**config.mk**
```make
export PLATFORM = sky130hd
export DESIGN_NAME = branch_resolution_queue
export DESIGN_NICKNAME = d
export VERILOG_FILES = /design/src/rtl/branch_resolution_queue.sv
export SDC_FILE = /design/constraint.sdc
export NUM_CORES = 1
export LEC_CHECK = 0
export BUFFER_PORTS_ARGS = -buffer_cell sky130_fd_sc_hd__buf_2
export CAP_MARGIN = 20
export CORE_MARGIN = 1.5
export CORE_UTILIZATION = 50
export CTS_BUF_LIST = sky130_fd_sc_hd__clkbuf_4
export DETAILED_ROUTE_END_ITERATION = 10
export PLACE_DENSITY_LB_ADDON = 0.15
export SLEW_MARGIN = 20
export SYNTH_ARGS = -nofsm -noshare
export SYNTH_HDL_FRONTEND = slang
export SYNTH_SLANG_ARGS = --single-unit
```
**constraint.sdc**
```tcl
create_clock -name clk -period 6 [get_ports clk]
set_input_delay 0.9 -clock clk [delete_from_list [all_inputs] [get_ports clk]]
set_output_delay 0.9 -clock clk [all_outputs]
set_load 0.005 [all_outputs]
```
**src/rtl/branch_resolution_queue.sv**
```systemverilog
// -----------------------------------------------------------------------------
// branch_resolution_queue
//
// Purpose:
//   In-order queue of predicted branches waiting for execute to resolve them.
//   Fetch/predict pushes {pc, predicted direction}. Execute reports the actual
//   outcome of the oldest entry, and that entry pops. Each resolution drives a
//   one-cycle registered update to the gshare predictor. A mispredict discards
//   every younger entry.
//
// Ports:
//   clk, rst            rising-edge clock; synchronous active-high reset
//   enq_valid/enq_pc/enq_pred_taken/enq_ready
//                       push side (enq_ready = !full)
//   res_valid/res_taken resolve side for the oldest entry
//   flush_in            external flush; discards all entries and has priority
//                       over a push or resolve in the same cycle
//   update_valid/update_pc/update_taken/update_predicted
//                       registered predictor-update pulse, one cycle after a
//                       resolve
//   mispredict          registered pulse, coincident with update_valid
//   res_err             registered pulse: a resolve arrived while empty
//   full/empty/count    occupancy status
//
// Optional feature (macro BRQ_STATS_EN):
//   Adds the saturating 16-bit counters stat_branches and stat_mispredicts.
// -----------------------------------------------------------------------------
module branch_resolution_queue #(
  parameter int DEPTH = 8,
  parameter int PTR_W = 3
) (
  input  logic             clk,
  input  logic             rst,
  input  logic             enq_valid,
  input  logic [31:0]      enq_pc,
  input  logic             enq_pred_taken,
  output logic             enq_ready,
  input  logic             res_valid,
  input  logic             res_taken,
  input  logic             flush_in,
  output logic             update_valid,
  output logic [31:0]      update_pc,
  output logic             update_taken,
  output logic             update_predicted,
  output logic             mispredict,
  output logic             res_err,
  output logic             full,
  output logic             empty,
  output logic [PTR_W:0]   count
`ifdef BRQ_STATS_EN
  ,
  output logic [15:0]      stat_branches,
  output logic [15:0]      stat_mispredicts
`endif
);

  logic [31:0]      pc_mem [DEPTH];
  logic [DEPTH-1:0] pred_mem;

  logic [PTR_W-1:0] wr_ptr;
  logic [PTR_W-1:0] rd_ptr;
  logic [PTR_W:0]   count_nxt;

  logic             enq_fire_p0;
  logic             res_fire_p0;
  logic             mis_p0;
  logic             enq_do_p0;
  logic             head_pred_p0;
  logic [31:0]      head_pc_p0;

  assign full      = (count == (PTR_W+1)'(DEPTH));
  assign empty     = (count == '0);
  assign enq_ready = !full;

  assign head_pc_p0   = pc_mem[rd_ptr];
  assign head_pred_p0 = pred_mem[rd_ptr];

  // Flush wins over everything; a mispredicting resolve also swallows any
  // push in the same cycle, so the write pointer must not advance then.
  assign enq_fire_p0 = enq_valid && enq_ready && !flush_in;
  assign res_fire_p0 = res_valid && !empty && !flush_in;
  assign mis_p0      = res_fire_p0 && (res_taken != head_pred_p0);
  assign enq_do_p0   = enq_fire_p0 && !mis_p0;

  always_comb begin
    count_nxt = count;
    if (flush_in || mis_p0) begin
      count_nxt = '0;
    end else begin
      case ({enq_do_p0, res_fire_p0})
        2'b10:   count_nxt = count + 1'b1;
        2'b01:   count_nxt = count - 1'b1;
        default: count_nxt = count;
      endcase
    end
  end

  // Entry storage: data only, never reset.
  always_ff @(posedge clk) begin
    if (enq_do_p0 && !rst) begin
      pc_mem[wr_ptr]   <= enq_pc;
      pred_mem[wr_ptr] <= enq_pred_taken;
    end
  end

  // Stage p0 -> p1: queue control state and registered update outputs.
  always_ff @(posedge clk) begin
    if (rst) begin
      wr_ptr           <= '0;
      rd_ptr           <= '0;
      count            <= '0;
      update_valid     <= 1'b0;
      update_pc        <= '0;
      update_taken     <= 1'b0;
      update_predicted <= 1'b0;
      mispredict       <= 1'b0;
      res_err          <= 1'b0;
    end else begin
      count        <= count_nxt;
      update_valid <= res_fire_p0;
      mispredict   <= mis_p0;
      res_err      <= res_valid && empty && !flush_in;

      if (enq_do_p0) begin
        wr_ptr <= wr_ptr + 1'b1;
      end

      // Discarding everything means the read side catches up with the
      // write side; the write pointer is left where it is.
      if (flush_in || mis_p0) begin
        rd_ptr <= wr_ptr;
      end else if (res_fire_p0) begin
        rd_ptr <= rd_ptr + 1'b1;
      end

      if (res_fire_p0) begin
        update_pc        <= head_pc_p0;
        update_taken     <= res_taken;
        update_predicted <= head_pred_p0;
      end
    end
  end

`ifdef BRQ_STATS_EN
  // Counters watch the registered pulses, so they lag one cycle behind them.
  always_ff @(posedge clk) begin
    if (rst) begin
      stat_branches    <= '0;
      stat_mispredicts <= '0;
    end else begin
      if (update_valid && (stat_branches != 16'hFFFF)) begin
        stat_branches <= stat_branches + 16'd1;
      end
      if (mispredict && (stat_mispredicts != 16'hFFFF)) begin
        stat_mispredicts <= stat_mispredicts + 16'd1;
      end
    end
  end
`endif

endmodule

```
Yosys cells after proc, flatten, opt, wreduce, memory -nomap -nowiden. Memories as Yosys holds them, arrays and structs flattened. A register that Yosys moved wholly into a read port is not among the register bits. Index checks and enable logic that the tools add are counted.

RAM bits: 256. Memories kept: 1. Register bits after elaboration: 23. Logic and storage cells: 51. Output and inout port bits: 44. Input bits: 39.

Muxes and demuxes: 10. Eq/ne operators: 4. Add/sub/neg operators: 4. Magnitude comparators: 3. Reduce and logical (&&, ||, !) cells: 20.

Memories: pc_mem (depth 8, width 32, rd ports 1, clocked after memory_dff 1, write ports 1, line 57) `logic [31:0] pc_mem [DEPTH];`.

Operator list (count): 1-bit logical AND (10); 8-bit bitwise mux (1); 3-bit by 4-bit < comparator with 1-bit output, second input constant (2); 4-bit case mux with 2 select lines (1); 3-bit by 1-bit adder with 3-bit output, second input constant (2); 3-bit 2-to-1 mux (2); 1-bit zero test (5); 4-bit by 1-bit adder with 4-bit output, second input constant (1); 4-bit equality test, second input constant (1); 4-bit zero test (1); 1-bit 2-to-1 mux (4); 2-bit nonzero test (2); 4-bit by 1-bit subtractor with 4-bit output, second input constant (1); 1-bit binary-select mux with 3-bit select (1); 1-bit demux with 3-bit select (1); 3-bit by 1-bit greater-or-equal comparator with 1-bit output, second input constant (1); 2-bit by 1-bit equality test with 1-bit output, second input constant (1); 2-bit equality test, second input constant (1); 2-bit OR reduction (1); 1-bit logical OR (1); 1-bit inequality test (1).

Depth between registers and ports, before layout.
Depth in word-level cells: 10. Mapped depth: 15. Gate-level depth less buffers: 14.

Least setup slack after synthesis. OpenSTA, ideal clock, no wires.

Path type: input port to flip-flop. From: input port flush_in. To: memory pc_mem[2][0] (enable). Required time: 5.494 ns. Setup slack: 0.631 ns. Buffers on the path: 2. Arrival time: 4.864 ns. Stages on the path: 5. Cell sequence: clkbuf_1 nand2b_1 buf_4 o21ai_2 nor4_1.

Cells in the longest elaborated chain, start to end: 8. Elaborated cells on any way between the ends: 9. Classes of those cells: 2 x mux; 7 x reduce/logical.

RTL lines: start, declared (line 40) `input logic flush_in,`; 1-bit zero test (*) (line 80, 81); 1-bit logical AND (line 81) `assign res_fire_p0 = res_valid && !empty && !flush_in;`; 1-bit logical AND (line 82) `assign mis_p0 = res_fire_p0 && (res_taken != head_pred_p0);`; 1-bit zero test (line 83) `assign enq_do_p0 = enq_fire_p0 && !mis_p0;`; 1-bit logical AND (*) (line 83); 1-bit logical AND (*) (line 100) `if (enq_do_p0 && !rst) begin`; 1-bit 2-to-1 mux (*) (line 100); 1-bit 2-to-1 mux (not written as such) (*) (line 101) `pc_mem[wr_ptr] <= enq_pc;`; end, declared (line 57).

Every way passes the cells marked *; elsewhere a longest branch is shown, timed or not.

Worst setup path after layout.
From: register count[0]. To: register count[3].

Cells in the longest elaborated chain, start to end: 9. Elaborated cells on any way between the ends: 19. Classes of those cells: 2 x add/sub; 3 x eq/ne; 1 x mux; 13 x reduce/logical.

RTL lines: start, declared (line 49) `output logic [PTR_W:0] count`; start signal, assigned (line 119) `count <= count_nxt;`; 4-bit zero test (line 72) `assign empty = (count == '0);`; 1-bit zero test (line 81); 1-bit logical AND (2 in series) (line 81); 1-bit logical AND (line 82); 1-bit zero test (line 83); 1-bit logical AND (line 83); 2-bit by 1-bit equality test with 1-bit output or 2-bit equality test (tied branches) (line 90) `case ({enq_do_p0, res_fire_p0})`; 4-bit case mux with 2 select lines or 2-bit nonzero test (tied branches).

Several ways; a longest one is shown, not always the timed one. A chain may end at the register's enable or synchronous reset.

==> results.py <==
metrics = {
    "drt": {
        "drt_drc_violations_left": 0,
        "routedWlPerCell_um": 19.8,
        "vias": 6044,
        "vias_per_cell": 5.37,
        "drt_iter0_drc": 349,
        "firstDrtPassIters": 7,
        "postRouteWirelength_mm": 22.3,
        "ant_nets": 0,
    },
    "finish": {
        "fin_util": 0.586,
        "area_growth_syn_to_layout_pct": 15.5,
        "fin_nets": 790,
        "drive_above_1_share": 0.375,
    },
    "power_and_ir_drop": {
        "power.density_nw_per_um2": 317,
        "peakVddDrop_uv": 152,
        "p_leak_nw": 4.57,
    },
    "critical_path": {
        "crit_type": "flop to flop",
        "r2r_slack_ns": 1.99,
        "critPathMaxStageDelay_ns": 0.81,
        "cp_max_fo": 67,
        "endpoint_kind": "flop",
        "arrival_ns": 4.54,
        "critPathLaunchType": "flop",
        "path_cells": "nor4_4 > nor2b_2 > nand2b_1 > clkinv_2 > a21boi_2 > inv_1 > ha_1 > ha_1 > a21o_1 > a21oi_1 > xnor2_1 > nor2_1 > xnor2_1 > nor2_1",
        "timing.rr.end": "count[3]$_SDFFE_PP0P_",
        "cpLargestDelayFamily": "simple AND/OR/NAND/NOR gates",
        "worstReg2RegStart": "count[0]$_SDFFE_PP0P_",
        "reg2reg_depth": 14,
        "cp.required_ns": 6.53,
        "slowest_stage": "clkinv_2",
        "worst-path-buf-inv": 2,
    },
    "sta": {
        "rsz0062_at_grt": "false",
        "tns_ns": 0,
        "slew_violations": 0,
        "timing.final.ws_setup_ns": 1.99,
        "hold_violations": 0,
        "fmax_ghz": 0.250,
        "tightestPinTransition_ns": 1.05,
        "final.setup_skew_ns": 0.0282,
        "timing.hold.ws_ns": 0.467,
        "slew_headroom": 0.299,
        "final.period_utilization": 0.668,
        "finalCriticalPeriod_ns": 4.01,
        "setup_viol": 0,
    },
    "global_routing": {
        "grt_max_degree": 71,
        "grt_busiest_layer": "met2",
        "track_usage": 0.193,
        "overflow": 0,
        "use_met3": 0.0421,
        "grt_antenna_before_repair": 1,
        "grt_use_met1": 0.246,
        "grtUsageMet2": 0.322,
        "grt_pass1_vias": 6550,
        "grt_pass1_wl_mm": 35.2,
    },
    "synth": {
        "synth_mux_area_frac": 0.154,
        "synth_compound_area_frac": 0.0291,
        "ys.flop_type": "edfxtp_1",
        "synth_edf_count": 264,
        "syn-num-nets": 652,
        "synthTopCellsByArea": "edfxtp_1 67%, mux4_2 12%, dfxtp_1 7.9%",
        "synth_common_cells": "264 x edfxtp_1, 64 x mux4_2, 51 x nor2_1",
        "synth_cell_types": 42,
        "synth_warnings": 0,
        "async_flop_share": 0,
        "yosysMostFrequentCell": "edfxtp_1",
        "synth_top_family_by_area": "multiplexers",
        "ys_seq_area_frac": 0.747,
        "yosys.area_share.simple": 0.0360,
        "synth_top_area_frac": 0.668,
        "synthXorXnorAreaFrac": 0.00737,
        "synthAdderAreaFrac": 0.00695,
        "netlist.top_cell.by_area": "edfxtp_1",
        "postSynthCellCount": 607,
        "syn_area_um2": 11900,
        "ys_ff_latch": 311,
        "avgSynthCellArea_um2": 19.6,
    },
    "cts": {
        "cts.sinks": 311,
        "root_buffer": "clkbuf_4",
        "clockBufferDepth": 3,
        "post_cts_buffers": 0,
        "insertion_delay_ns": 0.66,
        "clk_pin_slew_worst_paths_ns": 0.07,
        "postCtsHoldBufs": 0,
        "cts_tree": "done",
        "cts_made_buffers": 79,
        "h-tree-depth": 3,
        "cts-resized-gates": 0,
    },
    "hold_path": {
        "hold_path.class": "flop to flop",
        "hold_depth": 2,
        "hold_start": "update_taken$_SDFFE_PP0P_",
        "min_to": "update_taken$_SDFFE_PP0P_",
    },
    "place": {
        "place_ws_ns": 1.92,
        "gp_congestion": 0.835,
        "hpwlAfterDp_mm": 12.5,
        "port_buffers": 82,
    },
    "die": {
        "core_area_um2": 23400,
        "dieArea_um2": 24700,
        "core.rowCount": 56,
        "start_util": 0.507,
        "ios": 83,
        "die_x_um": 157,
        "die_y_um": 157,
    },
    "job": {
        "cap_violations": 0,
    },
    "status": {
        "outcome": "complete, no violations",
    },
}
-- cell type report --
| type | count | area [um^2] |
|---|---|---|
| antenna | 1 | 2.50 |
| clock buffer | 114 | 856 |
| clock inverter | 28 | 169 |
| fill | 1834 | 9690 |
| inverter | 9 | 35.0 |
| multi-input combinational | 252 | 2830 |
| sequential | 311 | 8880 |
| tap | 319 | 399 |
| timing repair buffer | 92 | 546 |
-- through the flow --
step | cell area, um^2 | power [mW] | cells
3_3_place_gp | 12600 | 2.62 | 980
3_5_place_dp | 12700 | 2.63 | 983
5_1_grt | 13700 | 4.54 | 1126
2_1_floorplan | 11900 | 2.55 | 607
6_report | 13700 | 4.35 | 1126
4_1_cts | 13700 | 4.41 | 1125
-- kinds of logic (layout without fill, tap and decap cells) --
kind of cell,count (synthesis),in the layout
AOI/OAI and AO/OA,48,48
xor gates and xnor gates,7,7
adders and majority gates,6,6
buffers and inverters,44,243
DFF,311,311
muxes,103,103
other,0,1
and+or+nand+nor,88,88
-- worst min-delay path: cells and delay by family, from the launching register on --
family,cells,cell delay [ns]
AO/OA/AOI/OAI,1,0.05
flip-flops,1,0.31
AND/OR/NAND/NOR,1,0.05
-- layer usage --
layer  vias to the layer above  part of all wire
met5                         -                 0
met4                         0             0.017
met3                        32             0.049
met2                       167              0.50
met1                      3063              0.43
li1                       2782                 -
-- layout by cell type, fill, tap and decap left out, types with 2 or more instances in the layout --
cell type and n:
a211oi_1 32, a21oi_1 8, buf_16 3, buf_2 82, buf_4 7, bufinv_16 2, clkbuf_4 114, clkinv_1 15
clkinv_2 6, dfxtp_1 44, dfxtp_4 2, edfxtp_1 264, ha_1 5, inv_1 8, inv_2 5, mux2_1 2
mux2i_1 37, mux4_2 64, nand2_1 7, nand2b_1 5, nand3_1 2, nand3b_1 2, nor2_1 47, nor2_4 4
nor3_1 9, nor4_2 3, o31ai_1 2, xnor2_1 2, xor2_1 3
-- sequential cells by signal, summed over array words and instances, names as in the netlist --
register	cells
count	4
mispredict	1
pc_mem	256
pred_mem	8
rd_ptr	3
res_err	1
update_pc	32
update_predicted	1
update_taken	1
update_valid	1
wr_ptr	3
-- report_power, final --
group	total (mW)	switching [mW]	internal (mW)	leakage (nW)
logic	0.186	0.0974	0.0881	1.19
clock network	1.77	0.805	0.966	0.621
registers	2.39	0.0303	2.36	2.76
-- worst max-delay path by stage --
stage	startpoint	to	slack [ns]	depth (start not counted)
final	count[0]$_SDFFE_PP0P_	count[3]$_SDFFE_PP0P_	1.99	14
after global placement	res_valid	count[3]$_SDFFE_PP0P_	2.09	14
after floorplan	flush_in	pc_mem[2][0]$_DFFE_PP_	0.63	5
after detailed placement	res_valid	count[3]$_SDFFE_PP0P_	1.92	14
after CTS	rd_ptr[2]$_SDFFE_PP0P_	pc_mem[5][20]$_DFFE_PP_	2.34	8
after global routing	count[0]$_SDFFE_PP0P_	count[3]$_SDFFE_PP0P_	1.58	14
(Power assumes the default switching activity.)
